<file path="config.mk">
export PLATFORM = sky130hd
export DESIGN_NAME = sync_input_filter_flat
export DESIGN_NICKNAME = d
export VERILOG_FILES = /design/src/rtl/sync_input_pkg.sv /design/src/rtl/sync_input_filter_if.sv /design/src/rtl/sync_input_edge_det.sv /design/src/rtl/sync_input_filter.sv /design/src/flat_wrapper.sv
export SDC_FILE = /design/constraint.sdc
export NUM_CORES = 1
export LEC_CHECK = 0
export CORE_AREA = 2 2 39 41
export CTS_CLUSTER_SIZE = 40
export DETAILED_ROUTE_END_ITERATION = 8
export DIE_AREA = 0 0 41 43
export SLEW_MARGIN = 10
export SYNTH_ARGS = -nofsm -noshare
export SYNTH_HDL_FRONTEND = slang
export SYNTH_SLANG_ARGS = --single-unit
</file>
<file path="constraint.sdc">
create_clock -name clock -period 1.8 [get_ports clock]
set_clock_uncertainty 0.2 [all_clocks]
set_input_delay 0.36 -clock clock [delete_from_list [all_inputs] [get_ports clock]]
set_output_delay 0.36 -clock clock [all_outputs]
set_load 0.01 [all_outputs]
</file>
<file path="src/rtl/sync_input_pkg.sv">
// Shared definitions for the sync_input_filter block.
//
// Contents:
//   FILTER_W_DEFAULT - default width of the stability counter / filter_len
//   EVT_CNT_W        - width of the optional flip event counter
//   filt_cnt_t       - stability counter type at the default width
//   evt_cnt_t        - event counter type
package sync_input_pkg;

  localparam int FILTER_W_DEFAULT = 4;
  localparam int EVT_CNT_W        = 8;

  typedef logic [FILTER_W_DEFAULT-1:0] filt_cnt_t;
  typedef logic [EVT_CNT_W-1:0]        evt_cnt_t;

endpackage

</file>
<file path="src/rtl/sync_input_filter_if.sv">
// Signal bundle between the filter block and its user (event/IRQ logic).
//
// Handshake: there is none. Every input is sampled on every rising clock
// edge and every output is valid in every cycle; no valid/ready pair exists.
//
// Signals:
//   in_sync         synchronized raw input
//   filter_len      mismatching samples needed to flip level (0 acts as 1)
//   rise_en/fall_en edge enables for pending
//   clear           one-cycle pulse clearing pending
//   level           filtered level
//   rise_pulse      one-cycle pulse on 0->1
//   fall_pulse      one-cycle pulse on 1->0
//   pending         sticky event flag
//   event_count_clr / event_count  only with SYNC_INPUT_FILTER_EVENT_COUNT_EN
//
// Modports: master drives the inputs of the block, slave is the block.
interface sync_input_filter_if
  import sync_input_pkg::*;
#(
  parameter int FILTER_W = FILTER_W_DEFAULT
) ();

  logic                in_sync;
  logic [FILTER_W-1:0] filter_len;
  logic                rise_en;
  logic                fall_en;
  logic                clear;
  logic                level;
  logic                rise_pulse;
  logic                fall_pulse;
  logic                pending;
`ifdef SYNC_INPUT_FILTER_EVENT_COUNT_EN
  logic                event_count_clr;
  evt_cnt_t            event_count;

  modport master (
    output in_sync, filter_len, rise_en, fall_en, clear, event_count_clr,
    input  level, rise_pulse, fall_pulse, pending, event_count
  );

  modport slave (
    input  in_sync, filter_len, rise_en, fall_en, clear, event_count_clr,
    output level, rise_pulse, fall_pulse, pending, event_count
  );
`else
  modport master (
    output in_sync, filter_len, rise_en, fall_en, clear,
    input  level, rise_pulse, fall_pulse, pending
  );

  modport slave (
    input  in_sync, filter_len, rise_en, fall_en, clear,
    output level, rise_pulse, fall_pulse, pending
  );
`endif

endinterface

</file>
<file path="src/rtl/sync_input_edge_det.sv">
// Registered edge detector for the filtered level.
//
// Looks at the current level and the value it will take on the next edge,
// so the pulses come out of flops in the same cycle the new level appears.
//
// Ports:
//   clock, reset      block clock, synchronous active-high reset
//   i_level_next      level value to be registered on this edge
//   i_level           current registered level
//   o_rise_pulse      high for one cycle after a 0->1 transition
//   o_fall_pulse      high for one cycle after a 1->0 transition
module sync_input_edge_det (
  input  logic clock,
  input  logic reset,
  input  logic i_level_next,
  input  logic i_level,
  output logic o_rise_pulse,
  output logic o_fall_pulse
);

  logic r_rise_pulse;
  logic r_fall_pulse;

  always_ff @(posedge clock) begin
    if (reset) begin
      r_rise_pulse <= 1'b0;
      r_fall_pulse <= 1'b0;
    end else begin
      r_rise_pulse <= i_level_next & ~i_level;
      r_fall_pulse <= ~i_level_next & i_level;
    end
  end

  assign o_rise_pulse = r_rise_pulse;
  assign o_fall_pulse = r_fall_pulse;

endmodule

</file>
<file path="src/rtl/sync_input_filter.sv">
// Glitch filter, edge detector and sticky pending flag for one synchronized
// GPIO / external-interrupt input.
//
// The level only flips after filter_len consecutive samples disagree with
// it; any agreeing sample restarts the count. Edges of the filtered level
// produce one-cycle pulses and, when enabled, set pending until cleared.
//
// Optional feature (macro SYNC_INPUT_FILTER_EVENT_COUNT_EN): a saturating
// 8-bit count of level flips with its own clear input.
//
// Ports:
//   clock  block clock (same domain as the synchronizer output)
//   reset  synchronous active-high reset
//   bus    sync_input_filter_if.slave, see the interface for signal list
module sync_input_filter
  import sync_input_pkg::*;
#(
  parameter int FILTER_W    = FILTER_W_DEFAULT,
  parameter bit RESET_LEVEL = 1'b0
) (
  input logic                  clock,
  input logic                  reset,
  sync_input_filter_if.slave   bus
);

  logic [FILTER_W-1:0] r_cnt;
  logic                r_level;
  logic                r_pending;

  logic [FILTER_W-1:0] w_eff_len;
  logic [FILTER_W:0]   w_cnt_inc;
  logic                w_mismatch;
  logic                w_flip;
  logic                w_level_next;
  logic                w_set_pending;
  logic                w_rise_pulse;
  logic                w_fall_pulse;

  // filter_len of 0 behaves as 1 (plain one-cycle delay).
  assign w_eff_len = (bus.filter_len == '0) ? {{(FILTER_W-1){1'b0}}, 1'b1}
                                            : bus.filter_len;

  // One extra bit so cnt+1 cannot wrap back below eff_len.
  assign w_cnt_inc  = {1'b0, r_cnt} + {{FILTER_W{1'b0}}, 1'b1};
  assign w_mismatch = (bus.in_sync != r_level);
  assign w_flip     = w_mismatch && (w_cnt_inc >= {1'b0, w_eff_len});

  assign w_level_next = w_flip ? bus.in_sync : r_level;

  always_ff @(posedge clock) begin
    if (reset) begin
      r_level <= RESET_LEVEL;
      r_cnt   <= '0;
    end else if (!w_mismatch) begin
      r_cnt   <= '0;
    end else if (w_flip) begin
      r_level <= bus.in_sync;
      r_cnt   <= '0;
    end else begin
      r_cnt   <= w_cnt_inc[FILTER_W-1:0];
    end
  end

  // Enables are only looked at on the flip edge itself.
  assign w_set_pending = w_flip &&
                         ((bus.in_sync && bus.rise_en) ||
                          (!bus.in_sync && bus.fall_en));

  // Set has priority over clear on the same edge.
  always_ff @(posedge clock) begin
    if (reset) begin
      r_pending <= 1'b0;
    end else if (w_set_pending) begin
      r_pending <= 1'b1;
    end else if (bus.clear) begin
      r_pending <= 1'b0;
    end
  end

  sync_input_edge_det u_edge_det (
    .clock        (clock),
    .reset        (reset),
    .i_level_next (w_level_next),
    .i_level      (r_level),
    .o_rise_pulse (w_rise_pulse),
    .o_fall_pulse (w_fall_pulse)
  );

  assign bus.level      = r_level;
  assign bus.rise_pulse = w_rise_pulse;
  assign bus.fall_pulse = w_fall_pulse;
  assign bus.pending    = r_pending;

`ifdef SYNC_INPUT_FILTER_EVENT_COUNT_EN
  evt_cnt_t r_event_count;

  // A flip on the clearing edge counts as the first event after the clear.
  always_ff @(posedge clock) begin
    if (reset) begin
      r_event_count <= '0;
    end else if (w_flip) begin
      if (bus.event_count_clr) begin
        r_event_count <= {{(EVT_CNT_W-1){1'b0}}, 1'b1};
      end else if (r_event_count != {EVT_CNT_W{1'b1}}) begin
        r_event_count <= r_event_count + {{(EVT_CNT_W-1){1'b0}}, 1'b1};
      end
    end else if (bus.event_count_clr) begin
      r_event_count <= '0;
    end
  end

  assign bus.event_count = r_event_count;
`endif

endmodule

</file>
<file path="src/flat_wrapper.sv">
// flat-port wrapper written by rule: the top's interface ports become plain ports
module sync_input_filter_flat import sync_input_pkg::*;
#(
  parameter int FILTER_W    = FILTER_W_DEFAULT,
  parameter bit RESET_LEVEL = 1'b0
)
  (clock, reset, bus_in_sync, bus_filter_len, bus_rise_en, bus_fall_en, bus_clear, bus_level, bus_rise_pulse, bus_fall_pulse, bus_pending);
  sync_input_filter_if #(.FILTER_W(FILTER_W)) bus_i ();
  input logic clock;
  input logic reset;
  input wire logic [$bits(bus_i.in_sync)-1:0] bus_in_sync;
  input wire logic [$bits(bus_i.filter_len)-1:0] bus_filter_len;
  input wire logic [$bits(bus_i.rise_en)-1:0] bus_rise_en;
  input wire logic [$bits(bus_i.fall_en)-1:0] bus_fall_en;
  input wire logic [$bits(bus_i.clear)-1:0] bus_clear;
  output wire logic [$bits(bus_i.level)-1:0] bus_level;
  output wire logic [$bits(bus_i.rise_pulse)-1:0] bus_rise_pulse;
  output wire logic [$bits(bus_i.fall_pulse)-1:0] bus_fall_pulse;
  output wire logic [$bits(bus_i.pending)-1:0] bus_pending;
  assign bus_i.in_sync = bus_in_sync;
  assign bus_i.filter_len = bus_filter_len;
  assign bus_i.rise_en = bus_rise_en;
  assign bus_i.fall_en = bus_fall_en;
  assign bus_i.clear = bus_clear;
  assign bus_level = bus_i.level;
  assign bus_rise_pulse = bus_i.rise_pulse;
  assign bus_fall_pulse = bus_i.fall_pulse;
  assign bus_pending = bus_i.pending;
  sync_input_filter #(.FILTER_W(FILTER_W), .RESET_LEVEL(RESET_LEVEL)) u_core (.clock(clock), .reset(reset), .bus(bus_i));
endmodule
</file>
==> results of run 1 <==
-- worst max path at each step --
| stage | startpoint | end | slack (ns) | depth (start not counted) |
|---|---|---|---|---|
| final | u_core.r_cnt[0] | u_core.r_cnt[1] | 0.03 | 7 |
| after global routing | u_core.r_cnt[0] | u_core.r_cnt[2] | -0.06 | 7 |
| after detailed placement | bus_filter_len[2] | u_core.bus.level | -0.52 | 8 |
| after global placement | bus_filter_len[2] | u_core.bus.level | -0.50 | 8 |
| after floorplan | u_core.r_cnt[0] | u_core.bus.level | 0.005 | 5 |
| after CTS | u_core.r_cnt[0] | u_core.bus.level | 0.006 | 7 |
-- layer usage --
layer  wire [um]  track usage [%]
met1         371            14.33
met5           0                0
met2         685            25.94
met4          31            10.00
met3          66            6.283
-- cells by family (layout without fill, tap and decap cells) --
logic type,Yosys count,in the layout
simple gates,14,14
buf+inv,5,33
compound gates,9,9
flops,8,8
fa+ha+maj,5,5
mux,1,1
xor+xnor,2,2
-- what timing repair did --
item,in CTS,in global routing
gates resized for setup,21,16
setup buffers,5,2
pin swaps,6,11
endpoints found under the setup margin,8,8
-- through the flow --
stage	power, uW	util (%)	cell area [um2]
final	456.9	59.22	819.5
after global routing	480.4	59.22	819.5
after global placement	278.8	45.03	623.1
after floorplan	236.1	-	435.4
after detailed placement	279.8	45.03	623.1
after CTS	445.3	52.62	728.2
-- final cells by class --
type | instances | area (um2) | share of cell area (%)
clock buffers | 3 | 22.52 | 2.748
inverters | 5 | 18.77 | 2.290
multi-input cells | 31 | 382.9 | 46.72
flip-flops and latches | 8 | 166.4 | 20.31
well taps | 16 | 20.02 | 2.443
repair buffers | 25 | 209.0 | 25.50
-- state kept, by name, indices dropped and copies added, names as in the netlist --
signal                          cells
u_core.u_edge_det.o_fall_pulse      1
u_core.bus.pending                  1
u_core.bus.level                    1
u_core.r_cnt                        4
u_core.u_edge_det.o_rise_pulse      1
-- placed cells by master (no fill, tap or decap), types with 2 or more instances in the layout --
cell	instances
inv_2	3
clkdlybuf4s50_1	9
inv_1	2
nor2b_1	2
nand2b_1	4
nor2_1	2
dfxtp_2	2
ha_4	5
nor3_1	2
buf_2	2
clkbuf_4	3
buf_4	11
dfxtp_1	5
-- synthesized netlist by cell type, drive strengths merged --
library cell  n
dfxtp         8
o21ai         1
xor2          1
o31ai         1
nor2b         2
nor3          2
nand3         1
o22a          1
a21oi         1
nand2         1
xnor2         1
nor2          2
inv           5
nand2b        5
a31oi         1
o21a          1
ha            5
and3          1
a31o          1
a211oi        1
o211ai        1
mux2i         1
-- worst max-delay path: cells and delay by family (launching register included) --
| family | cells | cell delay, ns |
|---|---|---|
| adders and majority gates | 1 | 0.27 |
| and+or+nand+nor | 2 | 0.25 |
| DFF | 1 | 0.37 |
| xor gates and xnor gates | 1 | 0.17 |
| buffers and inverters | 1 | 0.11 |
| AOI/OAI and AO/OA | 2 | 0.29 |
-- power by group --
part / switching (uW) / internal, uW
clock: 65.9 / 76.6
sequential: 6.35 / 183
combinational: 47.4 / 77.4
total: 120 / 337
==> flow_summary.json, run 1 <==
{
  "vias": 416,
  "critPathKind": "flip-flop to flip-flop",
  "clockRootBuffer": "clkbuf_4",
  "ir_drop_uv": 339.4,
  "path_cells": "buf_6 > nand3_4 > xnor2_4 > ha_4 > o21ai_2 > o21a_2 > and3_1",
  "dp_slack_ns": -0.5189,
  "diodes": 0,
  "cp-start-kind": "flip-flop",
  "synth_cell_types": 23,
  "gp_congestion": 0.6332,
  "fin_ws_ns": 0.03167,
  "io_pins": 14,
  "cts_max_path_buffers": 2,
  "detail_route.wl_per_cell_um": 13.13,
  "rsz0062_at_grt": "yes",
  "hpwl_um": 639.6,
  "hold_class": "flip-flop to flip-flop",
  "crit_required_ns": 1.76,
  "core_area_um2": 1384,
  "max_slew.worst_pin.slew_ns": 0.2963,
  "slowest_delay_ns": 0.37,
  "reg2reg_to": "u_core.r_cnt[1]",
  "grt_max_degree": 7,
  "synth_fa_ha_area_share_pct": 14.79,
  "row_count": 14,
  "setup_violations": 0,
  "leakagePower_uw": 0.0003357,
  "hp-start": "u_core.bus.pending",
  "nets": 89,
  "dieWidth_um": 41,
  "endpoint_kind": "flip-flop",
  "grt_pass1_wl_um": 1731,
  "worstHoldEndpoint": "u_core.bus.pending",
  "cp_slowest_cell": "dfxtp_4",
  "ant_nets": 0,
  "grtUsageTotal_pct": 15.52,
  "routed_via_density": 4.727,
  "synth-seq-cells": 8,
  "synth-simple-area-share_pct": 19.82,
  "dp_cells": 78,
  "wl_um": 1155,
  "timing.final.crit_share_pct": 98.24,
  "overflow": 0,
  "grt_pass1_vias": 421,
  "cts.sinks": 8,
  "firstDrtPassIters": 4,
  "final_cells": 88,
  "cts_made_buffers": 3,
  "die_h_um": 43,
  "r2r_setup_slack_ns": 0.03,
  "syn_nets": 59,
  "timing.rr.start": "u_core.r_cnt[0]",
  "cts_tree": "yes",
  "cts.clk_slew.worst_paths_ns": 0.05,
  "drt_iter0_markers": 3,
  "drive_gt1_share_pct": 52.78,
  "whs_ns": 0.2694,
  "netlist_area_um2": 422.9,
  "dieArea_um2": 1763,
  "nFillCells": 126,
  "r2r_cells": 7,
  "fmax_mhz": 565.5,
  "htree_levels": 1,
  "ys_warn_count": 0,
  "holdPathStages": 2,
  "slew_headroom_pct": 80.16,
  "clock_latency_ns": 0.26,
  "synth-xor-area-share_pct": 4.142,
  "cellPowerDensity_nw_per_um2": 557.5,
  "yosysTopAreaCellShare_pct": 37.87,
  "muxShareOfSynthArea_pct": 2.367,
  "port_buffers": 13,
  "ys_seq_area_share_pct": 37.87,
  "path_max_fanout": 5,
  "outcome": "finished, final reports clean",
  "yosys-top-cells-area": "dfxtp_1 38%, ha_1 15%, nand2b_1 5.9%, inv_1 4.4%, nand2b_4 3.3%",
  "synth_top_family_by_area": "simple AND/OR/NAND/NOR gates",
  "fin_tns_setup_ns": 0,
  "syn_area_per_cell_um2": 9.612,
  "maxCapViolations": 0,
  "finalMaxSlewViolations": 0,
  "crit_arrival_ns": 1.72,
  "synth_compound_area_share_pct": 16.57,
  "areaGrowthSynthToFinish_pct": 93.79,
  "netlist_instances": 44,
  "remaining_drc_errors": 0,
  "grt_antenna_before_repair": 0,
  "start_util_pct": 30.56,
  "ctsHoldBuffers": 0,
  "yosys.area.top_type": "dfxtp_1",
  "hold_violations": 0,
  "period_minus_slack_ns": 1.768
}
Note: power is estimated with default switching activity, not from simulation.
==> run 2, diff against run 1 <==
--- a/config.mk
+++ b/config.mk
@@ -6,6 +6,7 @@
 export NUM_CORES = 1
 export LEC_CHECK = 0
 export CORE_AREA = 2 2 39 41
+export CTS_BUF_LIST = sky130_fd_sc_hd__clkbuf_2
 export CTS_CLUSTER_SIZE = 40
 export DETAILED_ROUTE_END_ITERATION = 8
 export DIE_AREA = 0 0 41 43
@@ -13,3 +14,4 @@
 export SYNTH_ARGS = -nofsm -noshare
 export SYNTH_HDL_FRONTEND = slang
 export SYNTH_SLANG_ARGS = --single-unit
+export TNS_END_PERCENT = 30
==> run 2 against run 1 <==
  * Critical path depth unchanged
  * Maximum frequency down 1.0%
  * Sequential cell count unchanged
  * Combinational power down 19%
==> flow_summary.json, run 2 (synthesis gave the netlist of run 1 again) <==
{
  "outcome": "finished, final reports clean",
  "cts.clk_slew.worst_paths_ns": 0.08,
  "crit_required_ns": 1.76,
  "row_count": 14,
  "cts.sinks": 8,
  "ctsHoldBuffers": 0,
  "drt_iter0_markers": 2,
  "critPathKind": "flip-flop to flip-flop",
  "grt_antenna_before_repair": 0,
  "hold_class": "flip-flop to flip-flop",
  "r2r_setup_slack_ns": 0.01,
  "whs_ns": 0.2686,
  "die_h_um": 43,
  "dp_cells": 78,
  "crit_arrival_ns": 1.75,
  "grtUsageTotal_pct": 13.51,
  "final_common_cell": "clkdlybuf4s50_1",
  "clock_latency_ns": 0.23,
  "largest_reg_flops": 4,
  "reg2reg_to": "u_core.bus.level",
  "cellPowerDensity_nw_per_um2": 537.2,
  "fin_ws_ns": 0.01295,
  "timing.rr.start": "u_core.r_cnt[0]",
  "final_cells": 85,
  "max_slew.worst_pin.slew_ns": 0.2779,
  "firstDrtPassIters": 2,
  "ir_drop_uv": 588.6,
  "port_buffers": 13,
  "top_register": "u_core.r_cnt",
  "clockRootBuffer": "clkbuf_2",
  "dp_slack_ns": -0.5189,
  "vias": 398,
  "gp_congestion": 0.6332,
  "cts_max_path_buffers": 2,
  "cp-start-kind": "flip-flop",
  "cts_made_buffers": 3,
  "leakagePower_uw": 0.0003162,
  "hpwl_um": 639.6,
  "wl_um": 1027,
  "nets": 86,
  "multi_input_area_um2": 327.8,
  "dieArea_um2": 1763,
  "rsz0062_at_grt": "yes",
  "nFillCells": 138,
  "overflow": 0,
  "r2r_cells": 7,
  "htree_levels": 1,
  "core_area_um2": 1384,
  "hold_violations": 0,
  "areaGrowthSynthToFinish_pct": 73.08,
  "startpoint": "u_core.r_cnt[0]",
  "top_layer_used": "met3",
  "detail_route.wl_per_cell_um": 12.08,
  "met2_length_um": 612,
  "drt-met1-wl_um": 352,
  "cts_tree": "yes",
  "remaining_drc_errors": 0,
  "setup_violations": 0,
  "start_util_pct": 30.56,
  "io_pins": 14,
  "routed_via_density": 4.682,
  "slew_headroom_pct": 81.40,
  "endpoint_kind": "flip-flop",
  "timing.final.crit_share_pct": 99.28,
  "path_max_fanout": 5,
  "wl_met3_um": 63,
  "layout_common_cells": "9 x clkdlybuf4s50_1, 8 x buf_4, 5 x dfxtp_1",
  "endpoint": "u_core.bus.level",
  "grt_pass1_wl_um": 1621,
  "dieWidth_um": 41,
  "ant_nets": 0,
  "grt_pass1_vias": 407,
  "grt_max_degree": 7,
  "drive_gt1_share_pct": 47.83,
  "finalMaxSlewViolations": 0,
  "fmax_mhz": 559.6,
  "maxCapViolations": 0,
  "diodes": 0,
  "period_minus_slack_ns": 1.787,
  "layout.area.seq_um2": 163.9
}
[run 2: report_power, final]
| part | total (uW) | leakage, uW | internal (uW) | switching, uW |
|---|---|---|---|---|
| sequential | 189 | 0.0000662 | 183 | 5.76 |
| combinational | 101 | 0.000238 | 61.3 | 39.7 |
| clock | 103 | 0.0000125 | 45.5 | 57.7 |
| total | 393 | 0.000316 | 290 | 103 |
[run 2: timing repair]
item                       4_1_cts  5_1_grt
setup buffers                    5        0
gates resized for setup         24        7
pin swaps                        8        3
setup endpoints to repair        8        8
[run 2: layout make-up]
class	instances	share of cell area [%]
Sequential cell	8	22.39
Multi-Input combinational cell	31	44.79
Timing Repair Buffer	22	25.47
Clock buffer	3	2.051
Tap cell	16	2.735
Inverter	5	2.564
[run 2: layer usage]
layer / track usage (%) / vias up
met5: 0 / -
met1: 14.33 / 184
met4: 0 / 0
li1: - / 201
met3: 6.283 / 0
met2: 24.38 / 13
[run 2: per-stage QoR]
stage	setup TNS [ns]	cell area (um2)	utilization, %	total power, uW
CTS	0	693.2	50.09	394.1
global placement	-3.585	623.1	45.03	278.8
floorplan	0	435.4	-	236.1
finish	0	732.0	52.89	393.2
global route	-0.3503	732.0	52.89	414.1
detailed placement	-3.713	623.1	45.03	279.8
[run 2: how the worst min path moves through the flow]
stage	end	startpoint	cells after the start
global route	u_core.bus.pending	u_core.bus.pending	2
floorplan	u_core.u_edge_det.o_fall_pulse	reset	1
CTS	u_core.bus.pending	u_core.bus.pending	2
detailed placement	u_core.bus.pending	u_core.bus.pending	2
global placement	u_core.bus.pending	u_core.bus.pending	2
finish	u_core.bus.pending	u_core.bus.pending	2
[run 2: critical path, stage by stage, from the launching register on]
cell,delay [ns]
dfxtp_2,0.37
buf_6,0.13
nand3_4,0.07
xnor2_2,0.15
ha_1,0.21
a31oi_2,0.19
o21a_2,0.22
mux2i_1,0.17
